===== src/rtl/rf_write_ctrl.sv =====
`default_nettype none
// ============================================================================
// Module   : rf_write_ctrl
// Brief    : Writeback initiator for the register file. Buffers execute-stage
//            results in an in-order FIFO, drains one registered write per
//            cycle and forwards pending values to the operand-read side.
// Revision : 1.0 - initial release
// ============================================================================
module rf_write_ctrl #(
    parameter int DEPTH = 2,
    parameter int AW    = 3,
    parameter int DW    = 8,
    localparam int PW   = $clog2(DEPTH),
    localparam int CW   = PW + 1
) (
    input  logic          clk,
    input  logic          rst,
    input  logic          in_valid,
    output logic          in_ready,
    input  logic [AW-1:0] in_reg,
    input  logic [DW-1:0] in_data,
    input  logic          rf_stall,
    output logic          RegWrite,
    output logic [AW-1:0] WriteReg,
    output logic [DW-1:0] WriteData,
    input  logic [AW-1:0] fwd_reg,
    output logic          fwd_hit,
    output logic [DW-1:0] fwd_data,
    output logic [CW-1:0] count,
    output logic          idle
);

    logic [AW-1:0] r_mem_reg  [DEPTH];
    logic [DW-1:0] r_mem_data [DEPTH];
    logic [PW-1:0] r_wr_ptr;
    logic [PW-1:0] r_rd_ptr;
    logic [CW-1:0] r_count;

    logic w_push;
    logic w_pop;

    // Full/empty come from the occupancy counter, never from pointer equality.
    assign in_ready = (r_count != CW'(DEPTH));
    assign w_push   = in_valid & in_ready;
    assign w_pop    = (r_count != '0) & ~rf_stall;
    assign count    = r_count;
    assign idle     = (r_count == '0) & ~RegWrite;

    always_ff @(posedge clk or posedge rst) begin
        if (rst) begin
            r_wr_ptr  <= '0;
            r_rd_ptr  <= '0;
            r_count   <= '0;
            RegWrite  <= 1'b0;
            WriteReg  <= '0;
            WriteData <= '0;
            for (int i = 0; i < DEPTH; i++) begin
                r_mem_reg[i]  <= '0;
                r_mem_data[i] <= '0;
            end
        end else begin
            if (w_push) begin
                r_mem_reg[r_wr_ptr]  <= in_reg;
                r_mem_data[r_wr_ptr] <= in_data;
                r_wr_ptr             <= r_wr_ptr + PW'(1);
            end
            if (w_pop) begin
                WriteReg  <= r_mem_reg[r_rd_ptr];
                WriteData <= r_mem_data[r_rd_ptr];
                r_rd_ptr  <= r_rd_ptr + PW'(1);
            end
            RegWrite <= w_pop;
            case ({w_push, w_pop})
                2'b10:   r_count <= r_count + CW'(1);
                2'b01:   r_count <= r_count - CW'(1);
                default: r_count <= r_count;
            endcase
        end
    end

    // Scan from oldest to newest so the youngest match overrides; the output
    // stage is the oldest candidate of all.
    always_comb begin
        fwd_hit  = 1'b0;
        fwd_data = '0;
        if (RegWrite && (WriteReg == fwd_reg)) begin
            fwd_hit  = 1'b1;
            fwd_data = WriteData;
        end
        for (int k = 0; k < DEPTH; k++) begin
            if ((CW'(k) < r_count) && (r_mem_reg[r_rd_ptr + PW'(k)] == fwd_reg)) begin
                fwd_hit  = 1'b1;
                fwd_data = r_mem_data[r_rd_ptr + PW'(k)];
            end
        end
    end

endmodule
`default_nettype wire


===== config.mk =====
export PLATFORM = sky130hd
export DESIGN_NAME = rf_write_ctrl
export DESIGN_NICKNAME = d
export VERILOG_FILES = /design/src/rtl/rf_write_ctrl.sv
export SDC_FILE = /design/constraint.sdc
export NUM_CORES = 1
export LEC_CHECK = 0
export CAP_MARGIN = 25
export CORE_MARGIN = 2
export CORE_UTILIZATION = 51
export DETAILED_ROUTE_END_ITERATION = 8
export PLACE_DENSITY_LB_ADDON = 0.2
export SKIP_CTS_REPAIR_TIMING = 1
export SYNTH_ARGS = -nofsm -noshare
export SYNTH_HDL_FRONTEND = slang
export SYNTH_SLANG_ARGS = --single-unit

===== constraint.sdc =====
create_clock -name clk -period 2.5 [get_ports clk]
set_input_delay 0.75 -clock clk [delete_from_list [all_inputs] [get_ports clk]]
set_output_delay 0.75 -clock clk [all_outputs]
set_load 0.01 [all_outputs]

==> results of run 1 <==
-- per-layer routing --
layer	up-vias	track usage [%]
met5	-	0
met4	0	9.69
met3	19	5.00
met2	86	42.2
met1	954	29.8
li1	799	-
-- how the worst max path moves through the flow --
stage,slack (ns),cells past startpoint,start,to
floorplan,0.06,5,fwd_reg[0],fwd_data[3]
global placement,-1.12,7,fwd_reg[0],fwd_data[0]
detailed placement,-1.25,7,fwd_reg[0],fwd_data[7]
CTS,-1.26,7,fwd_reg[0],fwd_data[7]
global route,-0.70,10,r_rd_ptr,fwd_data[3]
finish,-0.62,9,r_rd_ptr,fwd_data[3]
-- synthesized netlist by cell type (2+ instances only) --
master / instances
mux2_2: 27
nor2_1: 6
a221oi_1: 4
xor2_1: 3
ha_1: 4
nand2_1: 27
inv_1: 6
xnor2_1: 10
clkbuf_1: 3
buf_2: 2
buf_6: 2
a21oi_1: 4
a22oi_1: 3
dfrtp_1: 38
a41oi_1: 3
mux2i_1: 17
o21ai_0: 7
-- kinds of logic after synthesis --
family,Yosys count,share of synthesized area [%]
muxes,44,23.2
and+or+nand+nor,39,8.70
DFF,38,46.6
AOI/OAI and AO/OA,24,9.31
buffers and inverters,15,4.17
xor gates and xnor gates,13,5.58
adders and majority gates,4,2.45
-- worst max-delay path, stage by stage (launching register included) --
cell	delay, ns
dfrtp_2	0.38
buf_12	0.14
mux2i_4	0.33
xor2_4	0.27
a41oi_4	0.18
buf_6	0.16
buf_6	0.11
a221oi_4	0.28
a21oi_2	0.06
buf_2	0.14
-- layout make-up --
type                       instances  area share (%)
clock buffer                       5            2.17
clock inverter                     3            2.17
inverter                           6           0.710
multi-input combinational        124            37.3
sequential                        38            30.0
tap                               48            1.89
timing repair buffer              90            25.7
-- power groups by stage --
stage                     Clock [uW]  Combinational [uW]  Sequential, uW
final                            651                2880            1240
after global routing             676                3060            1260
after CTS                        633                2310            1180
after detailed placement           0                2280            1190
after global placement             0                2210            1160
after floorplan                    0                1320            1170
-- per-stage QoR --
stage          utilization, %  setup TNS [ns]  setup slack [ns]  hold slack [ns]
2_1_floorplan               -               0            0.0646            0.468
3_3_place_gp             72.7           -9.81             -1.12            0.485
3_5_place_dp             72.7          -10.35             -1.25            0.490
4_1_cts                  76.4          -10.79             -1.26            0.508
5_1_grt                  84.7           -5.36            -0.704            0.557
6_report                 84.7           -4.90            -0.624            0.544
-- cell usage in the layout, fill, tap and decap left out, types with 3 or more instances in the layout --
| master | instances |
|---|---|
| inv_1 | 6 |
| nand2_1 | 27 |
| ha_1 | 4 |
| buf_6 | 8 |
| mux2i_1 | 13 |
| dfrtp_1 | 37 |
| xnor2_1 | 9 |
| buf_2 | 7 |
| clkdlybuf4s50_1 | 28 |
| a21oi_1 | 3 |
| o21ai_0 | 7 |
| mux2_2 | 27 |
| nor2_1 | 5 |
| dlymetal6s2s_1 | 5 |
| buf_4 | 37 |
| a221oi_2 | 3 |
| clkbuf_8 | 5 |
| mux2i_4 | 4 |
==> metrics.md, run 1 <==
| Metric | Value |
|---|---|
| Status | `complete, but fails checks` |
| Failing checks | `setup timing` |
| Port buffer count | `42` |
| Die area | `4530 um^2` |
| Largest net degree at the start of global routing | `39` |
| Final period util | `125%` |
| Vias in the first global route | `1665` |
| Startpoint types | `register` |
| Synth top area cells | `dfrtp_1 47%, mux2_2 15%, mux2i_1 8.3%` |
| Synth warnings | `0` |
| Reg2Reg Depth | `9` |
| Wire length on met3 | `360 um` |
| Grt ovf | `0` |
| Power Dens Cells | `1500 nW/um^2` |
| FF/Latch Area | `952 um^2` |
| Largest register FFs | `16` |
| Total power | `4770 uW` |
| Clk buf depth | `2` |
| Tmin final | `3.12 ns` |
| Die W | `67.3 um` |
| Hold crit path type | `register to register` |
| Mean Syn Cell Area | `11.5 um^2` |
| WL final | `6.65 mm` |
| Sequential element share of the synthesized area | `46.6%` |
| EDFF count, synth | `0` |
| Post-Synthesis Cells | `177` |
| Dpl cell area | `2720 um^2` |
| DR WL/cell | `21.2 um` |
| First-pass GRT wire length | `7.98 mm` |
| Clock share of power | `13.6%` |
| Top-area cell type share of the netlist area | `46.6%` |
| M1 wire length | `2.52 mm` |
| Reg2reg start | `count[0]` |
| CTS clk-pin slew, worst paths | `0.09 ns` |
| Clk_lat worst skew | `0.31 ns` |
| Vias | `1858` |
| Hold Path Stages | `1` |
| Top Ports | `43` |
| Worst R2R End | `r_mem_data[14]` |
| H-tree Lvls | `2` |
| Synth async-reset ratio | `100%` |
| Register share of total power | `26.0%` |
| Core box area | `3740 um^2` |
| Final Cell Area | `3170 um^2` |
| NumNets Final | `287` |
| GPL Wtd Cong | `0.807` |
| Initial Utilization | `54.5%` |
| Fillers | `188` |
| Sw frac | `40.2%` |
| Synth cell types | `28` |
| Combinational power share | `60.4%` |
| Dominant cell type by area after synthesis | `dfrtp_1` |
| Area Overhead vs Synth | `55.3%` |
| Count of pins over their slew limit | `0` |
| Num CTS Buffers | `5` |
| Clock skew after layout | `0.0148 ns` |
| 1st-pass router iterations | `4` |
| FMAX | `0.320 GHz` |
| Cell area after synthesis | `2040 um^2` |
| Pint | `2850 uW` |
| DR top layer | `met4` |
| Synth Flop Type | `dfrtp_1` |
| Std cell rows | `22` |
| Via-to-Cell Ratio | `5.92` |
| Leakage power | `0.00147 uW` |
| Worst hold start | `r_mem_data[6]` |
| Synthesized flop and latch total | `38` |
| Worst-Margin Slew | `0.501 ns` |
| Reg2reg setup slack | `0.61 ns` |
| RSZ-0062 raised after global routing | `true` |
| Hold-critical path endpoint | `r_mem_data[6]` |
| Max_cap viols | `0` |
| Post-Place Cells | `290` |
| Crit path kind | `register to primary output` |
| Slew headroom | `66.6%` |
| Ant diodes | `0` |
| Final setup fails | `9` |
| Final ANT Viol Nets | `0` |
| Max VDD drop | `1.02 mV` |
| Final std cells w/o fill | `314` |
| Max FO, Critical Path | `7` |
| CTS tree | `yes` |
| Syn Nets | `199` |
| Initial antenna violation count | `0` |
| Die Y | `67.3 um` |
| Critical path capture point type | `primary output` |
| Hold Violations, Final | `0` |
| Share of layout cells above drive strength 1 | `43.2%` |
| Final worst slack | `-0.624 ns` |
| Multi-input gate area | `1180 um^2` |
| Crit path required time | `1.75 ns` |
| DRC | `0` |
| Post-DP HPWL | `3.47 mm` |
| Total GRT Usage | `24.4%` |
| Metal2 WL | `3.53 mm` |
| Critical path arrival | `2.37 ns` |
| Switching pwr | `1920 uW` |
| Clk sinks | `38` |
| Clk root buf | `clkbuf_8` |
| Iter 0 DRT Violations | `114` |
Note: power is estimated with default switching activity, not from simulation.
==> inputs of run 2 (changes only) <==
Settings changed: PLACE_DENSITY set to 0.84, PLACE_DENSITY_LB_ADDON 0.2 to unset.
==> metrics.md, run 2 (synthesis results as in run 1) <==
| Metric | Value |
|---|---|
| Initial antenna violation count | `0 (unchanged)` |
| Clk_lat worst skew | `0.30 ns (about the same)` |
| Final worst slack | `-0.628 ns (-0.00354 ns)` |
| Max_cap viols | `0 (unchanged)` |
| Power Dens Cells | `1460 nW/um^2 (-3.0%)` |
| Std cell rows | `22 (unchanged)` |
| Iter 0 DRT Violations | `164 (+44%)` |
| Top Ports | `43 (unchanged)` |
| Crit path required time | `1.75 ns (about the same)` |
| Worst R2R End | `r_mem_data[9]` |
| Clk buf depth | `2 (unchanged)` |
| Share of layout cells above drive strength 1 | `45.2% (+2.0 points)` |
| NumNets Final | `286 (-0.35%)` |
| CTS clk-pin slew, worst paths | `0.07 ns (-0.02 ns)` |
| Num CTS Buffers | `5 (unchanged)` |
| Worst path top cell family by delay | `compound AO/OA/AOI/OAI gates` |
| Reg2reg setup slack | `0.58 ns (-0.03 ns)` |
| Post-DP HPWL | `3.78 mm (+8.8%)` |
| Tmin final | `3.13 ns (+0.00354 ns)` |
| Leakage power | `0.00143 uW (-2.8%)` |
| Status | `complete, but fails checks` |
| Die Y | `67.3 um (unchanged)` |
| Clk root buf | `clkbuf_8` |
| WL final | `6.41 mm (-3.6%)` |
| DR WL/cell | `20.6 um (-2.6%)` |
| Crit path cell chain | `buf_6, mux2i_4, xor2_2, a41oi_4, buf_6, a221oi_2, a21oi_1, buf_2` |
| FMAX | `0.320 GHz (-0.11%)` |
| Total GRT Usage | `25.7% (+1.3 points)` |
| Hold Violations, Final | `0 (unchanged)` |
| Dpl ws | `-1.24 ns (+0.00829 ns)` |
| Hold-critical path endpoint | `r_mem_data[4]` |
| Worst hold start | `r_mem_data[4]` |
| Ant diodes | `0 (unchanged)` |
| Critical path arrival | `2.38 ns (about the same)` |
| RSZ-0062 raised after global routing | `true` |
| 1st-pass router iterations | `4 (unchanged)` |
| Vias | `1836 (-1.2%)` |
| Port buffer count | `42 (unchanged)` |
| CP max-delay cell | `dfrtp_2` |
| Worst path most repeated cell | `buf_6` |
| Slew headroom | `67.3% (+0.69 points)` |
| Critical path capture point type | `primary output` |
| Largest net degree at the start of global routing | `39 (unchanged)` |
| GPL Wtd Cong | `0.785 (-2.7%)` |
| Crit path kind | `register to primary output` |
| Startpoint types | `register` |
| Die area | `4530 um^2 (unchanged)` |
| Worst-Margin Slew | `0.491 ns (-0.0103 ns)` |
| Initial Utilization | `54.5% (unchanged)` |
| Final period util | `125% (+0.14 points)` |
| Multi-input gate area | `1190 um^2 (+0.42%)` |
| Hold Path Stages | `1 (unchanged)` |
| Max FO, Critical Path | `6 (-1)` |
| Largest register FFs | `16 (unchanged)` |
| Critical Path Max Stage Delay | `0.48 ns (+0.10 ns)` |
| Final std cells w/o fill | `311 (-0.96%)` |
| Hold crit path type | `register to register` |
| Area Overhead vs Synth | `51.5%` |
| Total power | `4510 uW (-5.4%)` |
| DRC | `0 (unchanged)` |
| H-tree Lvls | `2 (unchanged)` |
| Worst path bufs/invs | `3 (-1)` |
| Core box area | `3740 um^2 (unchanged)` |
| Hold slack | `0.534 ns (-0.00940 ns)` |
| Count of pins over their slew limit | `0 (unchanged)` |
| Setup TNS | `-5.01 ns (-0.111 ns)` |
| Vias in the first global route | `1725 (+3.6%)` |
| Grt ovf | `0 (unchanged)` |
| FF/Latch Area | `952 um^2 (unchanged)` |
| Die W | `67.3 um (unchanged)` |
| Failing checks | `setup timing` |
| First-pass GRT wire length | `8.21 mm (+2.9%)` |
| Fillers | `196 (+4.3%)` |
| Reg2Reg Depth | `9 (unchanged)` |
| Final ANT Viol Nets | `0 (unchanged)` |
| CTS tree | `yes` |
| Via-to-Cell Ratio | `5.90 (-0.23%)` |
| Clk sinks | `38 (unchanged)` |
| Clock skew after layout | `0.00755 ns (-0.00725 ns)` |
| Most frequent cells in the layout | `37 x dfrtp_1, 36 x buf_4, 28 x clkdlybuf4s50_1, 27 x mux2_2, 24 x nand2_1` |
| Post-Place Cells | `291 (+0.34%)` |
| Max VDD drop | `0.879 mV (-14%)` |
| Commonest non-fill, non-tap cell in the layout | `dfrtp_1` |
| Reg2reg start | `count[0]` |
| Final setup fails | `9 (unchanged)` |
==> run 2: cell types whose count changed in the layout (fill, tap and decap cells not counted), sizes merged <==
cell,delta
buf,+2
clkbuf,-1
dlymetal6s2s,-1
bufinv,-2
clkinv,-1
==> run 2: metal layers <==
metal,up-vias,GRT usage (%),share of wire [%]
li1,795,-,-
met5,-,0,0
met4,0,13.8,5.4
met2,87,45.2,54
met3,31,6.33,6.0
met1,923,28.4,35
==> run 2: worst max path at each step <==
stage | cells after the start | endpoint | slack (ns) | startpoint
6_report | 8 | fwd_data[1] | -0.63 | r_rd_ptr
4_1_cts | 7 | fwd_data[2] | -1.25 | fwd_reg[2]
2_1_floorplan | 5 | fwd_data[3] | 0.06 | fwd_reg[0]
3_5_place_dp | 7 | fwd_data[2] | -1.24 | fwd_reg[2]
5_1_grt | 8 | fwd_data[1] | -0.68 | r_rd_ptr
3_3_place_gp | 7 | fwd_data[2] | -1.12 | fwd_reg[0]
==> run 2: area by class of cell <==
class	count	area share [%]
repair buffers	89	25.5
inverters	6	0.728
multi-input cells	124	38.4
flip-flops and latches	38	30.8
clock buffers	6	2.67
well taps	48	1.94
==> run 2: where the power goes <==
part,internal (uW),switching [uW],leakage (uW),total (uW)
Sequential,931,343,0.000454,1270
Clock,212,200,0.0000431,412
Combinational,1520,1310,0.000928,2830
==> run 2: stage by stage <==
stage / utilization [%] / instance area, um^2
after global routing: 82.7 / 3090
after floorplan: - / 2060
final: 82.7 / 3090
after CTS: 75.1 / 2810
after detailed placement: 72.9 / 2730
after global placement: 72.9 / 2730
